File: src/rtl/aud_write_sched.sv
// POKEY audio register write scheduler: CPU port plus sequencer FIFO, round-robin
// arbitrated, writes paced on the enp/enn grid. Define AUD_ZERO_CROSS_EN for AUDC click gating.
module aud_write_sched #(
    parameter int FIFO_DEPTH = 4,
    parameter int LVL_W      = 3
) (
    input  logic             clk,
    input  logic             reset,
    input  logic             enp,
    input  logic             enn,
    input  logic             cpu_req,
    input  logic [3:0]       cpu_addr,
    input  logic [7:0]       cpu_data,
    output logic             cpu_ack,
    input  logic             seq_valid,
    input  logic [3:0]       seq_addr,
    input  logic [7:0]       seq_data,
    output logic             seq_ready,
    output logic [7:0]       D,
    output logic             Addr0w,
    output logic             Addr2w,
    output logic             Addr4w,
    output logic             Addr6w,
    output logic             Addr8w,
    output logic             Addr9w,
    output logic [3:0]       AUDC,
    output logic             busy,
    output logic [LVL_W-1:0] fifo_level
`ifdef AUD_ZERO_CROSS_EN
    ,
    input  logic [3:0]       AUD1,
    input  logic [3:0]       AUD2,
    input  logic [3:0]       AUD3,
    input  logic [3:0]       AUD4
`endif
);

    localparam int PTR_W = $clog2(FIFO_DEPTH);

    typedef enum logic [1:0] {IDLE, SETUP, STROBE, HOLD} state_t;

    state_t           state_reg, state_next;
    logic [11:0]      fifo_mem [FIFO_DEPTH];
    logic [PTR_W-1:0] wr_ptr_reg, rd_ptr_reg;
    logic [LVL_W-1:0] level_reg;
    logic [3:0]       addr_reg;
    logic [7:0]       d_reg;
    logic [9:0]       strobe_reg;
    logic [9:0]       dec;
    logic             cpu_ack_reg;
    logic             prefer_cpu_reg;
    logic             enp_q;
    logic             fifo_empty, fifo_pend, zc_ok;
    logic             push, pop;
    logic             grant_cpu, grant_fifo, set_strobe, clr_strobe, clr_d;
    logic [11:0]      head;

    // A coincident enp is dropped so enn always takes precedence.
    assign enp_q      = enp & ~enn;
    assign fifo_empty = (level_reg == '0);
    assign seq_ready  = (level_reg != LVL_W'(FIFO_DEPTH));
    assign push       = seq_valid & seq_ready;
    assign pop        = grant_fifo;
    assign head       = fifo_mem[rd_ptr_reg];
    assign fifo_pend  = ~fifo_empty & zc_ok;

`ifdef AUD_ZERO_CROSS_EN
    logic       head_is_audc;
    logic [3:0] aud_sel;
    logic [7:0] wait_cnt_reg;

    assign head_is_audc = head[8] & ~head[11];

    always_comb begin
        aud_sel = AUD1;
        case (head[10:9])
            2'd0: aud_sel = AUD1;
            2'd1: aud_sel = AUD2;
            2'd2: aud_sel = AUD3;
            2'd3: aud_sel = AUD4;
            default: aud_sel = AUD1;
        endcase
    end

    // Hold an AUDCn head until its channel output is at zero, or 255 enp waits pass.
    assign zc_ok = ~head_is_audc | (aud_sel == 4'd0) | (wait_cnt_reg == 8'hFF);

    always_ff @(posedge clk) begin
        if (reset) begin
            wait_cnt_reg <= '0;
        end else if (fifo_empty || grant_fifo) begin
            wait_cnt_reg <= '0;
        end else if (enp_q && !zc_ok) begin
            wait_cnt_reg <= wait_cnt_reg + 8'd1;
        end
    end
`else
    assign zc_ok = 1'b1;
`endif

    always_ff @(posedge clk) begin
        if (reset) begin
            state_reg <= IDLE;
        end else begin
            state_reg <= state_next;
        end
    end

    always_comb begin
        state_next = state_reg;
        grant_cpu  = 1'b0;
        grant_fifo = 1'b0;
        set_strobe = 1'b0;
        clr_strobe = 1'b0;
        clr_d      = 1'b0;
        case (state_reg)
            IDLE: begin
                if (enn && (cpu_req || fifo_pend)) begin
                    if (cpu_req && (!fifo_pend || prefer_cpu_reg)) begin
                        grant_cpu = 1'b1;
                    end else begin
                        grant_fifo = 1'b1;
                    end
                    state_next = SETUP;
                end
            end
            SETUP: begin
                if (enp_q) begin
                    set_strobe = 1'b1;
                    state_next = STROBE;
                end
            end
            STROBE: begin
                if (enp_q) begin
                    clr_strobe = 1'b1;
                    state_next = HOLD;
                end
            end
            HOLD: begin
                if (enn) begin
                    clr_d      = 1'b1;
                    state_next = IDLE;
                end
            end
            default: state_next = IDLE;
        endcase
    end

    genvar gi;
    generate
        for (gi = 0; gi < 10; gi++) begin : g_dec
            assign dec[gi] = (addr_reg == 4'(gi));
        end
    endgenerate

    always_ff @(posedge clk) begin
        if (reset) begin
            addr_reg       <= '0;
            d_reg          <= '0;
            strobe_reg     <= '0;
            cpu_ack_reg    <= 1'b0;
            prefer_cpu_reg <= 1'b1;
        end else begin
            cpu_ack_reg <= grant_cpu;
            if (grant_cpu) begin
                addr_reg       <= cpu_addr;
                d_reg          <= cpu_data;
                prefer_cpu_reg <= 1'b0;
            end else if (grant_fifo) begin
                addr_reg       <= head[11:8];
                d_reg          <= head[7:0];
                prefer_cpu_reg <= 1'b1;
            end
            if (set_strobe) strobe_reg <= dec;
            if (clr_strobe) strobe_reg <= '0;
            if (clr_d)      d_reg      <= '0;
        end
    end

    // Storage has no reset; occupancy alone decides which entries are live.
    always_ff @(posedge clk) begin
        if (push) fifo_mem[wr_ptr_reg] <= {seq_addr, seq_data};
    end

    always_ff @(posedge clk) begin
        if (reset) begin
            wr_ptr_reg <= '0;
            rd_ptr_reg <= '0;
            level_reg  <= '0;
        end else begin
            if (push) wr_ptr_reg <= wr_ptr_reg + PTR_W'(1);
            if (pop)  rd_ptr_reg <= rd_ptr_reg + PTR_W'(1);
            case ({push, pop})
                2'b10:   level_reg <= level_reg + LVL_W'(1);
                2'b01:   level_reg <= level_reg - LVL_W'(1);
                default: level_reg <= level_reg;
            endcase
        end
    end

    assign cpu_ack    = cpu_ack_reg;
    assign D          = d_reg;
    assign Addr0w     = strobe_reg[0];
    assign Addr2w     = strobe_reg[2];
    assign Addr4w     = strobe_reg[4];
    assign Addr6w     = strobe_reg[6];
    assign Addr8w     = strobe_reg[8];
    assign Addr9w     = strobe_reg[9];
    assign AUDC       = {strobe_reg[7], strobe_reg[5], strobe_reg[3], strobe_reg[1]};
    assign busy       = (state_reg != IDLE);
    assign fifo_level = level_reg;

endmodule

File: config.mk
export PLATFORM = sky130hd
export DESIGN_NAME = aud_write_sched
export DESIGN_NICKNAME = d
export VERILOG_FILES = /design/src/rtl/aud_write_sched.sv
export SDC_FILE = /design/constraint.sdc
export NUM_CORES = 1
export LEC_CHECK = 0
export CAP_MARGIN = 20
export CORE_ASPECT_RATIO = 0.7
export CORE_MARGIN = 4
export CORE_UTILIZATION = 53
export CTS_CLUSTER_SIZE = 16
export DETAILED_ROUTE_END_ITERATION = 10
export PLACE_DENSITY = 0.79
export SETUP_SLACK_MARGIN = 0.3
export SLEW_MARGIN = 20
export SYNTH_ARGS = -nofsm -noshare
export SYNTH_HDL_FRONTEND = slang
export SYNTH_SLANG_ARGS = --single-unit
File: constraint.sdc
create_clock -name clk -period 3.4 [get_ports clk]
set_input_delay 0.34 -clock clk [delete_from_list [all_inputs] [get_ports clk]]
set_output_delay 0.34 -clock clk [all_outputs]
set_load 0.01 [all_outputs]
==> summary.md, run 1 <==
| Metric | Value |
|---|---|
| Status | `finished, final reports clean` |
| Vias | `2156` |
| Peak supply drop | `~0.36 mV` |
| Unique masters post-synth | `38` |
| GR Overflow Total | `0` |
| Die area | `around 8000 sq um` |
| Hold Violations, Final | `0` |
| Hold Path Class | `flip-flop to flip-flop` |
| Final setup viols | `0` |
| Total power | `slightly below 3000 uW` |
| Layout cells sized above 1 | `11.8%` |
| Startpoint Class | `flip-flop` |
| Cells after DPL | `384` |
| Vias in the first global route | `~2.2k` |
| Worst hold path startpoint | `strobe_reg[9]` |
| Post-route ant nets | `0` |
| Post-synthesis simple-gate area fraction | `about an eighth` |
| Synth top area share | `between 40% and 50%` |
| Largest register FFs | `between 40 and 50` |
| 1st-pass router iterations | `4` |
| Synth Area in Adders | `4.23%` |
| Initial antenna violation count | `0` |
| Hold Crit Depth | `2` |
| Root buf cell | `clkbuf_8` |
| Vias per cell | `5.39` |
| CTS buffer count | `9` |
| Core Box Area | `approximately 6200 sq um` |
| Reg2reg start | `state_reg[0]` |
| Pleak | `between 0.001 and 0.0015 uW` |
| Worst slack, placed | `around 560 ps` |
| Crit Path Category | `flip-flop to flip-flop` |
| Clock transition at path regs | `approximately 90 ps` |
| Synth-to-Final Area Change | `23.3%` |
| Initial Util | `54.9%` |
| CTS max path bufs | `2` |
| DRC violations left | `0` |
| Critical Path Fanout Max | `4` |
| Post-route insts no fill | `400` |
| Largest net degree at the start of global routing | `17` |
| Worst-skew pair later-pin latency | `between 300 and 400 ps` |
| Async SR Flop Fraction | `0%` |
| Pwr dens | `roughly 680 nW/um^2` |
| HPWL after DPL | `between 4000 and 5000 um` |
| CTS tree | `yes` |
| Max Freq | `0.376 GHz` |
| Cell depth of the worst flop-to-flop path | `10` |
| Clock tree sinks | `slightly above 80` |
| Synth area leader | `edfxtp_1` |
| Final Worst Setup Slack | `741 ps` |
| Starting DRT DRC Count | `102` |
| Quantity of hold-fixing buffers added after cts | `0` |
| # diodes | `0` |
| Critical Path AT | `roughly 3000 ps` |
| Post-synth EDFFs | `48` |
| Sequential-to-total area share from yosys stat | `a little over three fifths` |
| Row count | `24` |
| First-pass GRT wire length | `about 11000 um` |
| Syn Nets | `303` |
| Synthesis Warnings | `0` |
| Total wire length | `about 6400 um` |
| Syn avg cell area | `about 13 sq um` |
| R2R setup slack | `about 740 ps` |
| Mapped Cells | `about 260` |
| Synth Area in Compound Gates | `just under 9%` |
| Gr usage total | `between 10% and 20%` |
| Average wire per standard cell | `approximately 16 um` |
| Cell Area, Synth | `between 3000 and 4000 sq um` |
| Chip Width | `104 um` |
| Port Buffers | `53` |
| Synth top area cells | `edfxtp_1 42%, dfxtp_1 20%, mux4_2 7.9%` |
| Critical Path RT | `3690 ps` |
| Post-layout util | `67.7%` |
| Nets | `358` |
| Critical Path End Type | `flip-flop` |
| Worst path slowest cell | `nor3_1` |
| Largest family of logic cells by synthesized area | `simple AND/OR/NAND/NOR gates` |
| Top_reg_cell synth | `edfxtp_1` |
| Setup_tns | `0 ps` |
| Io pins | `between 50 and 60` |
| Die Y | `approximately 75 um` |
| Crit-path cells | `inv_1, ha_1, nand2_1, nor3_1, ha_1, inv_1, fa_1, xor2_1, or3_1, a21oi_1` |
| Crit path time final | `2660 ps` |
| H-tree Lvls | `3` |
| Max-slew headroom | `between 40% and 50%` |
| Hold EP | `strobe_reg[9]` |
| RSZ-0062 raised after global routing | `false` |
| Worst slew pin tran | `a little under 800 ps` |
| Worst Skew | `just under 8 ps` |
| Mux cell area share after synthesis | `between 8 and 9%` |
| # resized after CTS | `0` |
| Maxcap violations | `0` |
| Slew Limit Fails | `0` |
| R2R Path End | `fifo_level[2]` |
| CP peak stage delay | `approximately 420 ps` |
| XOR/XNOR share of the synthesized area | `1.28%` |
| Number of synthesized register bits | `83` |
| Period Utilization, post-route | `approximately 78%` |
| Post-CTS Setup Bufs | `0` |
| GPL Wtd Cong | `between 0.7 and 0.8` |
## how the worst max path moves through the flow
stage	startpoint	endpoint	slack, ps	depth (start not counted)
after global routing	state_reg[0]	fifo_level[2]	540	10
after detailed placement	enn	fifo_level[2]	560	9
after floorplan	fifo_level[2]	fifo_level[2]	1010	9
final	state_reg[0]	fifo_level[2]	740	10
after global placement	enn	fifo_level[2]	670	9
after CTS	state_reg[0]	fifo_level[2]	740	10
## cell usage after synthesis (4+ instances only)
master	count
nor2b_1	5
nand2_1	18
nor2_1	15
o21ai_0	8
dfxtp_1	35
a21oi_1	34
and3_1	5
edfxtp_1	48
clkbuf_1	4
mux4_2	12
nand3_1	20
inv_1	10
ha_1	10
## report_power, final
| group | internal [uW] | total (uW) | switching [uW] |
|---|---|---|---|
| Combinational | 374 | 791 | 417 |
| Clock | 425 | 789 | 364 |
| Sequential | 1200 | 1300 | 104 |
| Total | 2000 | 2880 | 885 |
## layout by cell type (no fill, tap or decap), types with 2 or more instances in the layout
| master | n |
|---|---|
| inv_6 | 2 |
| nand4_1 | 2 |
| nand3_1 | 20 |
| a211oi_1 | 3 |
| xor2_1 | 2 |
| nor2_1 | 15 |
| xnor2_1 | 3 |
| nor3_1 | 3 |
| clkdlybuf4s50_1 | 53 |
| ha_1 | 10 |
| a21oi_1 | 34 |
| and3_1 | 5 |
| bufinv_16 | 2 |
| inv_1 | 10 |
| dfxtp_1 | 35 |
| and2_1 | 3 |
| a211oi_2 | 2 |
| nor2b_1 | 5 |
| nand2_1 | 18 |
| clkbuf_8 | 9 |
| edfxtp_1 | 48 |
| mux4_2 | 12 |
| o21ai_0 | 8 |
## metrics by stage
step / hold slack [ps] / cell area, sq um
after detailed placement: 444 / 4000
after global placement: 440 / 4000
after floorplan: 439 / 3430
after global routing: 479 / 4230
after CTS: 456 / 4230
final: 453 / 4230
## per-layer routing
| metal | vias to the layer above | global-route usage [%] | share of wire (%) |
|---|---|---|---|
| li1 | 1072 | - | - |
| met1 | 1013 | 23.0 | 45 |
| met2 | 62 | 29.2 | 45 |
| met3 | 9 | 6.35 | 7.6 |
| met4 | 0 | 7.08 | 1.6 |
| met5 | - | 0 | 0 |
## cell type report
type,count,area (sq um)
sequential,83,2140
fill,459,2020
multi-input combinational,159,1190
timing repair buffer,54,538
clock buffer,9,124
clock inverter,7,105
tap,78,97.6
inverter,10,37.5
## critical path, delay by kind of cell (launching register included)
kind                     cells  cell delay (ps)
adder cells (fa/ha/maj)      3              910
AND/OR/NAND/NOR              3              870
flip-flops                   1              340
buffers and inverters        2              200
XOR/XNOR                     1              150
AO/OA/AOI/OAI                1              130
## kinds of logic after synthesis
logic type,after synthesis
adder cells (fa/ha/maj),11
buffers and inverters,20
AO/OA/AOI/OAI,51
AND/OR/NAND/NOR,79
multiplexers,13
flip-flops,83
XOR/XNOR,5
(Power assumes the default switching activity.)
==> run 2: changes to the inputs <==
--- a/config.mk
+++ b/config.mk
@@ -8,10 +8,10 @@
 export CAP_MARGIN = 20
 export CORE_ASPECT_RATIO = 0.7
 export CORE_MARGIN = 4
-export CORE_UTILIZATION = 53
+export CORE_UTILIZATION = 48
 export CTS_CLUSTER_SIZE = 16
 export DETAILED_ROUTE_END_ITERATION = 10
-export PLACE_DENSITY = 0.79
+export PLACE_DENSITY = 0.75
 export SETUP_SLACK_MARGIN = 0.3
 export SLEW_MARGIN = 20
 export SYNTH_ARGS = -nofsm -noshare
==> constraint.sdc (replaced) <==
create_clock -name clk -period 2.34 [get_ports clk]
set_input_delay 0.234 -clock clk [delete_from_list [all_inputs] [get_ports clk]]
set_output_delay 0.234 -clock clk [all_outputs]
set_load 0.01 [all_outputs]
==> summary.md, run 2 (synthesis results as in run 1) <==
| Metric | Value |
|---|---|
| Status | `finished, final reports clean` |
| Total power | `~4200 uW` |
| Switching power | `between 1000 and 1500 uW` |
| Pleak | `between 0.0015 and 0.002 uW` |
| Maxcap violations | `0` |
| Critical Path RT | `between 2000 and 3000 ps` |
| Crit Path Category | `flip-flop to flip-flop` |
| Synth-to-Final Area Change | `28.5%` |
| Row count | `25` |
| Io pins | `54` |
| Combinational Power Share | `between 30% and 40%` |
| HPWL after DPL | `about 4800 um` |
| Die area | `roughly 8600 sq um` |
| Clock transition at path regs | `around 90 ps` |
| CTS max path bufs | `2` |
| CTS tree | `yes` |
| Worst Skew | `just over 9 ps` |
| DRC violations left | `0` |
| Period Utilization, post-route | `about 90%` |
| Largest register FFs | `48` |
| Port Buffers | `53` |
| Final setup viols | `0` |
| Total wire length | `roughly 6700 um` |
| Slew Limit Fails | `0` |
| Sw frac | `about 32%` |
| Initial Util | `roughly half` |
| Cells after DPL | `411` |
| Hold_ws | `456 ps` |
| Hold Path Class | `flip-flop to flip-flop` |
| Vias | `between 2k and 2.5k` |
| Chip Width | `109 um` |
| Initial antenna violation count | `0` |
| GPL Wtd Cong | `0.876` |
| Setup_tns | `0 ps` |
| Worst-skew pair later-pin latency | `~350 ps` |
| Max-slew headroom | `62.0%` |
| Critical Path Fanout Max | `2` |
| Die Y | `around 80 um` |
| Average wire per standard cell | `between 15 and 20 um` |
| H-tree Lvls | `3` |
| Most common cell after layout, fill and taps aside | `clkdlybuf4s50_1` |
| Pwr dens | `between 900 and 1000 nW/um^2` |
| Peak supply drop | `around 0.4 mV` |
| Vias per cell | `between 5 and 6` |
| First-pass GRT wire length | `approximately 11000 um` |
| Most frequent cells in the layout | `53 x clkdlybuf4s50_1, 48 x edfxtp_1, 34 x a21oi_1` |
| Crit path time final | `2120 ps` |
| Critical Path End Type | `flip-flop` |
| Nets | `about 380` |
| Starting DRT DRC Count | `approximately 110` |
| Flop pwr share | `44.6%` |
| Post-layout util | `approximately 64%` |
| Post-route ant nets | `0` |
| Layout cells sized above 1 | `between 20% and 30%` |
| Root buf cell | `clkbuf_8` |
| Critical Path AT | `about 2400 ps` |
| Startpoint Class | `flip-flop` |
| Pint | `2810 uW` |
| Core Box Area | `between 6000 and 7000 sq um` |
| RSZ-0062 raised after global routing | `true` |
| Gr usage total | `between 10% and 20%` |
| Clock tree sinks | `83` |
| Max Freq | `between 0.4 and 0.5 GHz` |
| Worst slew pin tran | `about 570 ps` |
| # diodes | `0` |
| GR Overflow Total | `0` |
| Post-route insts no fill | `about 440` |
| Largest net degree at the start of global routing | `17` |
| Vias in the first global route | `around 2.2k` |
| Clock power share | `22.6%` |
| CTS buffer count | `9` |
| Hold Violations, Final | `0` |
| 1st-pass router iterations | `4` |
-- run 2: cell types whose count changed in the layout (fill, tap and decap cells not counted), moves of 2 or more --
cell / before / now
ha_4: 0 / 2
bufinv_16: 2 / 0
inv_1: 10 / 6
inv_2: 0 / 3
ha_1: 10 / 8
dfxtp_4: 0 / 3
dfxtp_2: 0 / 2
buf_4: 1 / 20
dfxtp_1: 35 / 30
-- run 2: final timing paths --
path,from,end,slack [ps],depth (start not counted)
max,fifo_level[0],fifo_level[2],220,9
min reg2reg,strobe_reg[4],strobe_reg[4],460,2
min,strobe_reg[4],strobe_reg[4],460,2
max reg2reg,fifo_level[0],fifo_level[2],220,9
-- run 2: what timing repair did --
action,CTS,global route
hold endpoints to repair,0,0
hold buffers,0,0
pin swaps,3,4
gates resized for setup,4,3
buffers inserted,6,2
setup endpoints to repair,1,2
-- run 2: routing by layer --
| metal | vias up | track usage [%] | wire length [um] | share of wire [%] |
|---|---|---|---|---|
| met5 | - | 0 | 0 | 0 |
| met4 | 0 | 4.54 | 57 | 0.85 |
| met1 | 1053 | 23.1 | 3060 | 45 |
| met3 | 5 | 5.69 | 546 | 8.1 |
| met2 | 63 | 26.4 | 3070 | 46 |
| li1 | 1111 | - | - | - |
-- run 2: cell type report --
| type | instances | area, sq um |
|---|---|---|
| clock buffer | 9 | 124 |
| inverter | 10 | 40.0 |
| clock inverter | 7 | 58.8 |
| tap | 94 | 118 |
| sequential | 83 | 2160 |
| fill | 509 | 2440 |
| multi-input combinational | 159 | 1230 |
| timing repair buffer | 73 | 681 |
-- run 2: metrics by stage --
step | worst slack, ps | area (sq um)
floorplan | 233 | 3480
global placement | 124 | 4160
detailed placement | 65.4 | 4160
CTS | 225 | 4390
global route | 154 | 4410
finish | 216 | 4410
-- run 2: critical path, stage by stage, from the launching register on --
cell and delay, ps:
dfxtp_4 350, or3b_4 390, and2_4 160, inv_4 60, ha_4 130, inv_2 40, fa_2 340, xor2_1 150
or3_1 300, a21oi_1 130
-- run 2: power by group through the flow --
stage / Clock (uW) / Combinational [uW] / Sequential (uW)
floorplan: 0 / 861 / 1910
global placement: 0 / 1270 / 1890
detailed placement: 0 / 1300 / 1900
CTS: 968 / 1360 / 1860
global route: 1040 / 1500 / 1880
finish: 942 / 1370 / 1860
